File: config.mk
export PLATFORM = sky130hd
export DESIGN_NAME = multicycle_control
export DESIGN_NICKNAME = d
export VERILOG_FILES = /design/src/rtl/multicycle_control.sv
export SDC_FILE = /design/constraint.sdc
export NUM_CORES = 1
export LEC_CHECK = 0
export CORE_UTILIZATION = 37
export CTS_CLUSTER_DIAMETER = 60
export DETAILED_ROUTE_END_ITERATION = 10
export PLACE_DENSITY = 0.88
export SLEW_MARGIN = 40
export SYNTH_ARGS = -nofsm -noshare
export SYNTH_HDL_FRONTEND = slang
export SYNTH_SLANG_ARGS = --single-unit
export TNS_END_PERCENT = 20
File: constraint.sdc
create_clock -name i_clk -period 2.4 [get_ports i_clk]
set_clock_uncertainty 0.05 [all_clocks]
set_input_delay 0.72 -clock i_clk [delete_from_list [all_inputs] [get_ports i_clk]]
set_output_delay 0.72 -clock i_clk [all_outputs]
set_load 0.05 [all_outputs]
File: src/rtl/multicycle_control.sv
// Multicycle RV32I control unit: Moore sequencer, ALU decode and write strobes.
// Outputs are combinational from the state register and instruction fields.
module multicycle_control (
    input  logic       i_clk,
    input  logic       i_rst_n,
    input  logic [6:0] i_op,
    input  logic [2:0] i_funct3,
    input  logic       i_funct7b5,
    input  logic       i_zero,
    input  logic       i_mem_ready,
    output logic       o_pc_write,
    output logic       o_adr_src,
    output logic       o_mem_write,
    output logic       o_ir_write,
    output logic       o_reg_write,
    output logic [1:0] o_result_src,
    output logic [1:0] o_alu_src_a,
    output logic [1:0] o_alu_src_b,
    output logic [1:0] o_imm_src,
    output logic [2:0] o_alu_control,
    output logic [3:0] o_state
);

    typedef enum logic [3:0] {
        S_FETCH    = 4'd0,
        S_DECODE   = 4'd1,
        S_MEMADR   = 4'd2,
        S_MEMREAD  = 4'd3,
        S_MEMWB    = 4'd4,
        S_MEMWRITE = 4'd5,
        S_EXECUTER = 4'd6,
        S_EXECUTEI = 4'd7,
        S_ALUWB    = 4'd8,
        S_BEQ      = 4'd9,
        S_JAL      = 4'd10
    } state_e;

    localparam logic [6:0] OP_LW   = 7'b0000011;
    localparam logic [6:0] OP_SW   = 7'b0100011;
    localparam logic [6:0] OP_R    = 7'b0110011;
    localparam logic [6:0] OP_I    = 7'b0010011;
    localparam logic [6:0] OP_BEQ  = 7'b1100011;
    localparam logic [6:0] OP_JAL  = 7'b1101111;

    localparam logic [2:0] ALU_ADD = 3'b000;
    localparam logic [2:0] ALU_SUB = 3'b001;
    localparam logic [2:0] ALU_AND = 3'b010;
    localparam logic [2:0] ALU_OR  = 3'b011;
    localparam logic [2:0] ALU_SLT = 3'b101;

    state_e state_q;
    state_e state_d;

    logic       pc_update;
    logic       branch;
    logic       adr_src;
    logic       mem_write;
    logic       ir_write;
    logic       reg_write;
    logic [1:0] result_src;
    logic [1:0] alu_src_a;
    logic [1:0] alu_src_b;
    logic [1:0] aluop;
    logic [2:0] alu_control;
    logic [1:0] imm_src;

    always_ff @(posedge i_clk or negedge i_rst_n) begin
        if (!i_rst_n) begin
            state_q <= S_FETCH;
        end else begin
            state_q <= state_d;
        end
    end

    always_comb begin
        state_d = state_q;
        case (state_q)
            S_FETCH: begin
                if (i_mem_ready) state_d = S_DECODE;
            end
            S_DECODE: begin
                case (i_op)
                    OP_LW, OP_SW: state_d = S_MEMADR;
                    OP_R:         state_d = S_EXECUTER;
                    OP_I:         state_d = S_EXECUTEI;
                    OP_BEQ:       state_d = S_BEQ;
                    OP_JAL:       state_d = S_JAL;
                    default:      state_d = S_FETCH;
                endcase
            end
            S_MEMADR: begin
                state_d = (i_op == OP_LW) ? S_MEMREAD : S_MEMWRITE;
            end
            S_MEMREAD: begin
                if (i_mem_ready) state_d = S_MEMWB;
            end
            S_MEMWRITE: begin
                if (i_mem_ready) state_d = S_FETCH;
            end
            S_EXECUTER, S_EXECUTEI, S_JAL: state_d = S_ALUWB;
            S_MEMWB, S_ALUWB, S_BEQ:       state_d = S_FETCH;
            default:                       state_d = S_FETCH;
        endcase
    end

    always_comb begin
        pc_update  = 1'b0;
        branch     = 1'b0;
        adr_src    = 1'b0;
        mem_write  = 1'b0;
        ir_write   = 1'b0;
        reg_write  = 1'b0;
        result_src = 2'b00;
        alu_src_a  = 2'b00;
        alu_src_b  = 2'b00;
        aluop      = 2'b00;
        case (state_q)
            S_FETCH: begin
                alu_src_b  = 2'b10;
                result_src = 2'b10;
                ir_write   = i_mem_ready;
                pc_update  = i_mem_ready;
            end
            S_DECODE: begin
                alu_src_a = 2'b01;
                alu_src_b = 2'b01;
            end
            S_MEMADR: begin
                alu_src_a = 2'b10;
                alu_src_b = 2'b01;
            end
            S_MEMREAD: begin
                adr_src = 1'b1;
            end
            S_MEMWB: begin
                result_src = 2'b01;
                reg_write  = 1'b1;
            end
            S_MEMWRITE: begin
                adr_src   = 1'b1;
                mem_write = 1'b1;
            end
            S_EXECUTER: begin
                alu_src_a = 2'b10;
                aluop     = 2'b10;
            end
            S_EXECUTEI: begin
                alu_src_a = 2'b10;
                alu_src_b = 2'b01;
                aluop     = 2'b10;
            end
            S_ALUWB: begin
                reg_write = 1'b1;
            end
            S_BEQ: begin
                alu_src_a = 2'b10;
                aluop     = 2'b01;
                branch    = 1'b1;
            end
            S_JAL: begin
                alu_src_a = 2'b01;
                alu_src_b = 2'b10;
                pc_update = 1'b1;
            end
            default: begin
                alu_src_b  = 2'b10;
                result_src = 2'b10;
            end
        endcase
    end

    // op[5] separates R-type SUB from I-type ADDI with imm bit 30 set
    always_comb begin
        alu_control = ALU_ADD;
        case (aluop)
            2'b01: alu_control = ALU_SUB;
            2'b10: begin
                case (i_funct3)
                    3'b000: begin
                        alu_control = (i_op[5] & i_funct7b5) ? ALU_SUB : ALU_ADD;
                    end
                    3'b010:  alu_control = ALU_SLT;
                    3'b110:  alu_control = ALU_OR;
                    3'b111:  alu_control = ALU_AND;
                    default: alu_control = ALU_ADD;
                endcase
            end
            default: alu_control = ALU_ADD;
        endcase
    end

    always_comb begin
        case (i_op)
            OP_SW:   imm_src = 2'b01;
            OP_BEQ:  imm_src = 2'b10;
            OP_JAL:  imm_src = 2'b11;
            default: imm_src = 2'b00;
        endcase
    end

    // strobes are held low for the whole time reset is asserted
    assign o_pc_write    = i_rst_n & (pc_update | (branch & i_zero));
    assign o_ir_write    = i_rst_n & ir_write;
    assign o_mem_write   = i_rst_n & mem_write;
    assign o_reg_write   = i_rst_n & reg_write;
    assign o_adr_src     = adr_src;
    assign o_result_src  = result_src;
    assign o_alu_src_a   = alu_src_a;
    assign o_alu_src_b   = alu_src_b;
    assign o_alu_control = alu_control;
    assign o_imm_src     = imm_src;
    assign o_state       = state_q;

endmodule

==> results by group, run 1 <==
Status
  – Outcome: did not finish
  – Fail Step: global routing (5_1_grt)
  – Stop err: [ERROR DPL-0033] detailed placement checks failed during check placement.

Clocking
  – Clock buffer count from CTS: 3
  – Root buf cell: clkbuf_4
  – Clock net sink count: 4
  – CTS H-tree lvls: 1
  – Max clock buf depth: 2

Synth
  – Largest family of logic cells by synthesized area: simple AND/OR/NAND/NOR gates
  – Number of synthesized register bits: 4
  – Synth Area in Simple Gates: 42.2%
  – Synth Warn #: 0
  – Adder-Cell Fraction of Synth Area: just over 4%
  – Sequential fraction of the synthesis area: between 15 and 20%
  – Synth Area per Inst: about 6.7 um2
  – Post-Synth XOR/XNOR Area: 2.85%
  – Post-Syn Area: 614 um2
  – Synthesized Nets: between 100 and 150
  – Post-Synthesis Cells: 92
  – Post-synthesis compound-gate area fraction: about a quarter
  – Count of cell types in the netlist: 34
  – Post-synthesis mux area share: 0%

Timing
  – GRT repair_timing worst endpoint: o_alu_control[2]
  – Worst ep type: output port

Placed design
  – Placer Congestion: a little under 0.9
  – Final HPWL DP: about 2000 um
  – Number of port buffers: 34
  – Place WS: -566 ps

Floorplanning
  – Initial Util: between 40% and 50%
  – Site Rows: 14
  – # IOs: 35
  – Die H: 42.7 um
  – Die Width: between 40 and 50 um

Global routing
  – Initial antenna violation count: 0
  – Largest net degree at the start of global routing: 20
through the flow:
| step | cells | setup TNS, ps | hold WS (ps) | cell area, um2 | util (%) |
|---|---|---|---|---|---|
| after global placement | 159 | -2410 | 593 | 1340 | 87.7 |
| after detailed placement | 159 | -3000 | 606 | 1340 | 87.7 |
| after CTS | 164 | -908 | 517 | 1410 | 92.7 |
| after floorplan | 92 | -3820 | 374 | 696 | - |
cells by family after synthesis:
logic type,after synthesis
AND/OR/NAND/NOR,45
buffers and inverters,15
XOR/XNOR,2
adder cells (fa/ha/maj),2
AO/OA/AOI/OAI,24
flip-flops,4
synth_stat cells, drive strengths merged:
| master | number | area share (%) |
|---|---|---|
| nor2b | 2 | 2.0 |
| nand2 | 10 | 6.1 |
| or3 | 3 | 3.1 |
| a31o | 1 | 1.4 |
| buf | 3 | 3.3 |
| o311a | 1 | 1.6 |
| o21ai | 8 | 6.5 |
| nor2 | 8 | 4.9 |
| nand2b | 3 | 4.3 |
| a22oi | 1 | 1.2 |
| nor3 | 5 | 4.1 |
| nor4bb | 1 | 1.6 |
| nand3 | 1 | 0.81 |
| or4 | 2 | 2.4 |
| nor3b | 3 | 3.7 |
| xor2 | 1 | 1.4 |
| a21oi | 7 | 6.3 |
| ha | 2 | 4.1 |
| xnor2 | 1 | 1.4 |
| and3 | 1 | 1.0 |
| nor4 | 3 | 4.1 |
| inv | 8 | 4.9 |
| or3b | 2 | 2.9 |
| dfrtp | 4 | 16 |
| and2b | 1 | 1.2 |
| a32o | 1 | 1.6 |
| a31oi | 4 | 4.1 |
| a21boi | 1 | 1.2 |
| clkbuf | 4 | 2.4 |
timing repair:
action / in CTS
gates resized for setup: 35
setup endpoints to repair: 9
hold buffers: 0
pin swaps: 10
gates cloned: 0
buffers inserted: 2
==> run 2, diff against run 1 <==
--- a/config.mk
+++ b/config.mk
@@ -5,10 +5,10 @@
 export SDC_FILE = /design/constraint.sdc
 export NUM_CORES = 1
 export LEC_CHECK = 0
-export CORE_UTILIZATION = 37
-export CTS_CLUSTER_DIAMETER = 60
+export CORE_AREA = 2 2 63 65
 export DETAILED_ROUTE_END_ITERATION = 10
-export PLACE_DENSITY = 0.88
+export DIE_AREA = 0 0 65 67
+export PLACE_DENSITY_LB_ADDON = 0.15
 export SLEW_MARGIN = 40
 export SYNTH_ARGS = -nofsm -noshare
 export SYNTH_HDL_FRONTEND = slang
==> run 2 against run 1 <==
Effect of this change:
- the flow now finishes, with violations (negative setup slack)
- synthesized area is the same
- synthesized cell count is the same
==> results by group, run 2 <==
Status
  – Outcome: finished, violations left
  – Failing checks: negative setup slack

Placed design
  – Placer Congestion: 0.760 (-13%)
  – Final HPWL DP: 1700 um (-15%)
  – Place WS: -608 ps (-41.6 ps)
  – Number of port buffers: 34 (unchanged)
  – Placed Cells: 192 (+21%)

Synth
  – Main flop type after synthesis: dfrtp_1
  – Synth Warn #: 0 (unchanged)
  – Commonest cells post-synth: nand2_1 (10), inv_1 (8), nor2_1 (8), o21ai_0 (8), a21oi_1 (6)
  – Count of cell types in the netlist: 34 (unchanged)
  – Post-Syn Area: 614 um2 (unchanged)
  – Leading area contributor after synthesis: dfrtp_1
  – Synth Area per Inst: 6.68 um2 (unchanged)
  – Ys async rst share: 100% (unchanged)
  – Sequential fraction of the synthesis area: 16.3% (unchanged)
  – Post-synth EDFFs: 0 (unchanged)
  – Post-Synthesis Cells: 92 (unchanged)
  – Most instantiated library cell after synthesis: nand2_1
  – Area contributors post-synth: dfrtp_1 (16%), o21ai_0 (6.5%), nand2_1 (6.1%)
  – Synthesized Nets: 109 (unchanged)
  – Yosys top cell area share: 16.3% (unchanged)
  – Number of synthesized register bits: 4 (unchanged)

Floorplanning
  – Initial Util: 17.0% (-23 points)
  – Core Area: between 3000 and 4000 um2
  – Die Width: 65 um (+52%)
  – Site Rows: 22 (+8)
  – Die ar.: 4360 um2
  – Die H: 67 um (+57%)
  – # IOs: 35 (unchanged)

Cells and area
  – Area Overhead vs Synth: 146%
  – Max FFs per register: 4
  – Nets: between 150 and 200
  – Fin cells: 198
  – Final-layout fill cell count: roughly 370
  – Number of diodes: 0
  – Layout cells sized above 1: a little under three fifths
  – Most frequent cells in the layout: buf_4 (32), buf_12 (15), nand2_1 (9)
  – Post-layout util: a little over two fifths
  – Commonest non-fill, non-tap cell in the layout: buf_4

Critical path
  – CP max FO: 3
  – Arr. time, crit path: 1810 ps
  – Worst Setup End Kind: output pin
  – Cells along the critical path: nand2b_4 > or3_4 > ha_4 > nor4_4 > buf_12
  – CP Class: register to output pin
  – Req. time, crit path: about 1600 ps
  – Slowest CP cell: dfrtp_2
  – R2r setup slk: 700 ps
  – Startpoint Class: register
  – Worst path max stage delay: about 380 ps

Drt
  – Final ANT Viol Nets: 0
  – DRC Markers: 0
  – WL met1: approximately 940 um
  – Top Layer Used: met3
  – Via Count: 878
  – Final WL: about 2200 um
  – Met2 WL: 1130 um
  – WL met3: around 100 um
  – Routed len/inst: about 11 um
  – Post-DR vias/cell: between 4 and 5
  – DRT iter0 DRCs: 40
  – Detailed Routing Iterations Pass 1: 3

Clocking
  – Clk Latency, worst-skew pair: around 210 ps
  – Clock buffer count from CTS: 3 (unchanged)
  – CTS H-tree lvls: 1 (unchanged)
  – Root buf cell: clkbuf_8
  – Clock Pin Slew Worst Setup and Hold Paths: ~30 ps
  – Hold_buf cts: 0 (unchanged)
  – Max clock buf depth: 2 (unchanged)
  – TritonCTS clock tree: done
  – Clock net sink count: 4 (unchanged)

Global routing
  – Grt total ovfl: 0
  – Initial antenna violation count: 0
  – Global-route wire length before repair: ~3800 um
  – Gr usage total: around 11%
  – Vias in the first global route: roughly 890
  – Largest net degree at the start of global routing: 20

Power
  – Peak supply drop: ~0.55 mV
  – Leakage: ~0.68 nW
  – Pwr Total: around 1.9 mW
  – Power Dens Cells: around 1300 nW/um2

Timing
  – Min Tclk post-route: about 2600 ps
  – Final Hold Vio Count: 0
  – RSZ-0062 raised after global routing: yes
  – Final Max Tran Viols: 0
  – Max_slew headroom: slightly below 80%
  – Slew @ Worst Pin: 330 ps
  – Final Cycle Share: 108%
  – Final setup viols: 6
  – Hold WS: 552 ps
  – Post-route setup slack: -181 ps
  – Max Freq: ~390 MHz

Run
  – Max Cap Violations: 0

Worst hold path
  – Hold Crit Class: input port to asynchronous set/reset pin
run 2: cell counts after synthesis:
Identical to the previous run, type by type.
run 2: per-stage QoR:
step | TNS, ps | cell area [um2]
after detailed placement | -2870 | 1380
after floorplan | -3820 | 696
after global routing | -929 | 1510
final | -564 | 1510
after CTS | -815 | 1480
after global placement | -2750 | 1380
run 2: what timing repair did:
action,CTS,global route
pin swaps,9,4
resized for setup,29,13
buffers inserted,3,0
endpoints found under the setup margin,9,9
run 2: report_power, final:
group	internal, mW	switching [mW]
registers	0.103	0.0214
logic	0.706	0.927
clock network	0.107	0.0312
run 2: cell families (layout without fill, tap and decap cells):
| logic type | Yosys count | after routing | share of synthesized area (%) |
|---|---|---|---|
| xor gates and xnor gates | 2 | 2 | 2.85 |
| DFF | 4 | 4 | 16.3 |
| and+or+nand+nor | 45 | 45 | 42.2 |
| adders and majority gates | 2 | 2 | 4.07 |
| buffers and inverters | 15 | 73 | 10.6 |
| AOI/OAI and AO/OA | 24 | 24 | 24.0 |
run 2: final timing paths:
path	startpoint	end	cells after the start
worst max-delay path	o_state[1]$_DFFE_PN0P_	o_alu_control[2]	5
worst min-delay path	i_rst_n	o_state[3]$_DFFE_PN0P_	2
worst max register to register	o_state[1]$_DFFE_PN0P_	o_state[0]$_DFFE_PN0P_	5
worst min register to register	o_state[3]$_DFFE_PN0P_	o_state[0]$_DFFE_PN0P_	2
max in group asynchronous	i_rst_n	o_state[2]$_DFFE_PN0P_	2
min in group i_clk	o_state[3]$_DFFE_PN0P_	o_state[0]$_DFFE_PN0P_	2
run 2: final cells by class:
| cell class | count | area (um2) | share of cell area (%) |
|---|---|---|---|
| well taps | 48 | 60.1 | 3.97 |
| inverters | 8 | 30.0 | 1.99 |
| flip-flops and latches | 4 | 105 | 6.95 |
| repair buffers | 62 | 684 | 45.2 |
| multi-input cells | 73 | 592 | 39.1 |
| clock buffers | 3 | 41.3 | 2.73 |
run 2: worst max-delay path: cells and delay by family (launching register included):
kind                     cells  cell delay, ps
adder cells (fa/ha/maj)      1             250
AND/OR/NAND/NOR              3             790
buffers and inverters        1             180
flip-flops                   1             380
run 2: routing by layer:
layer  vias up  track usage [%]
met5         -                0
met2        18             19.8
met3         0             2.36
met4         0             3.19
met1       416             12.7
li1        444                -
Note: power is estimated with default switching activity, not from simulation.
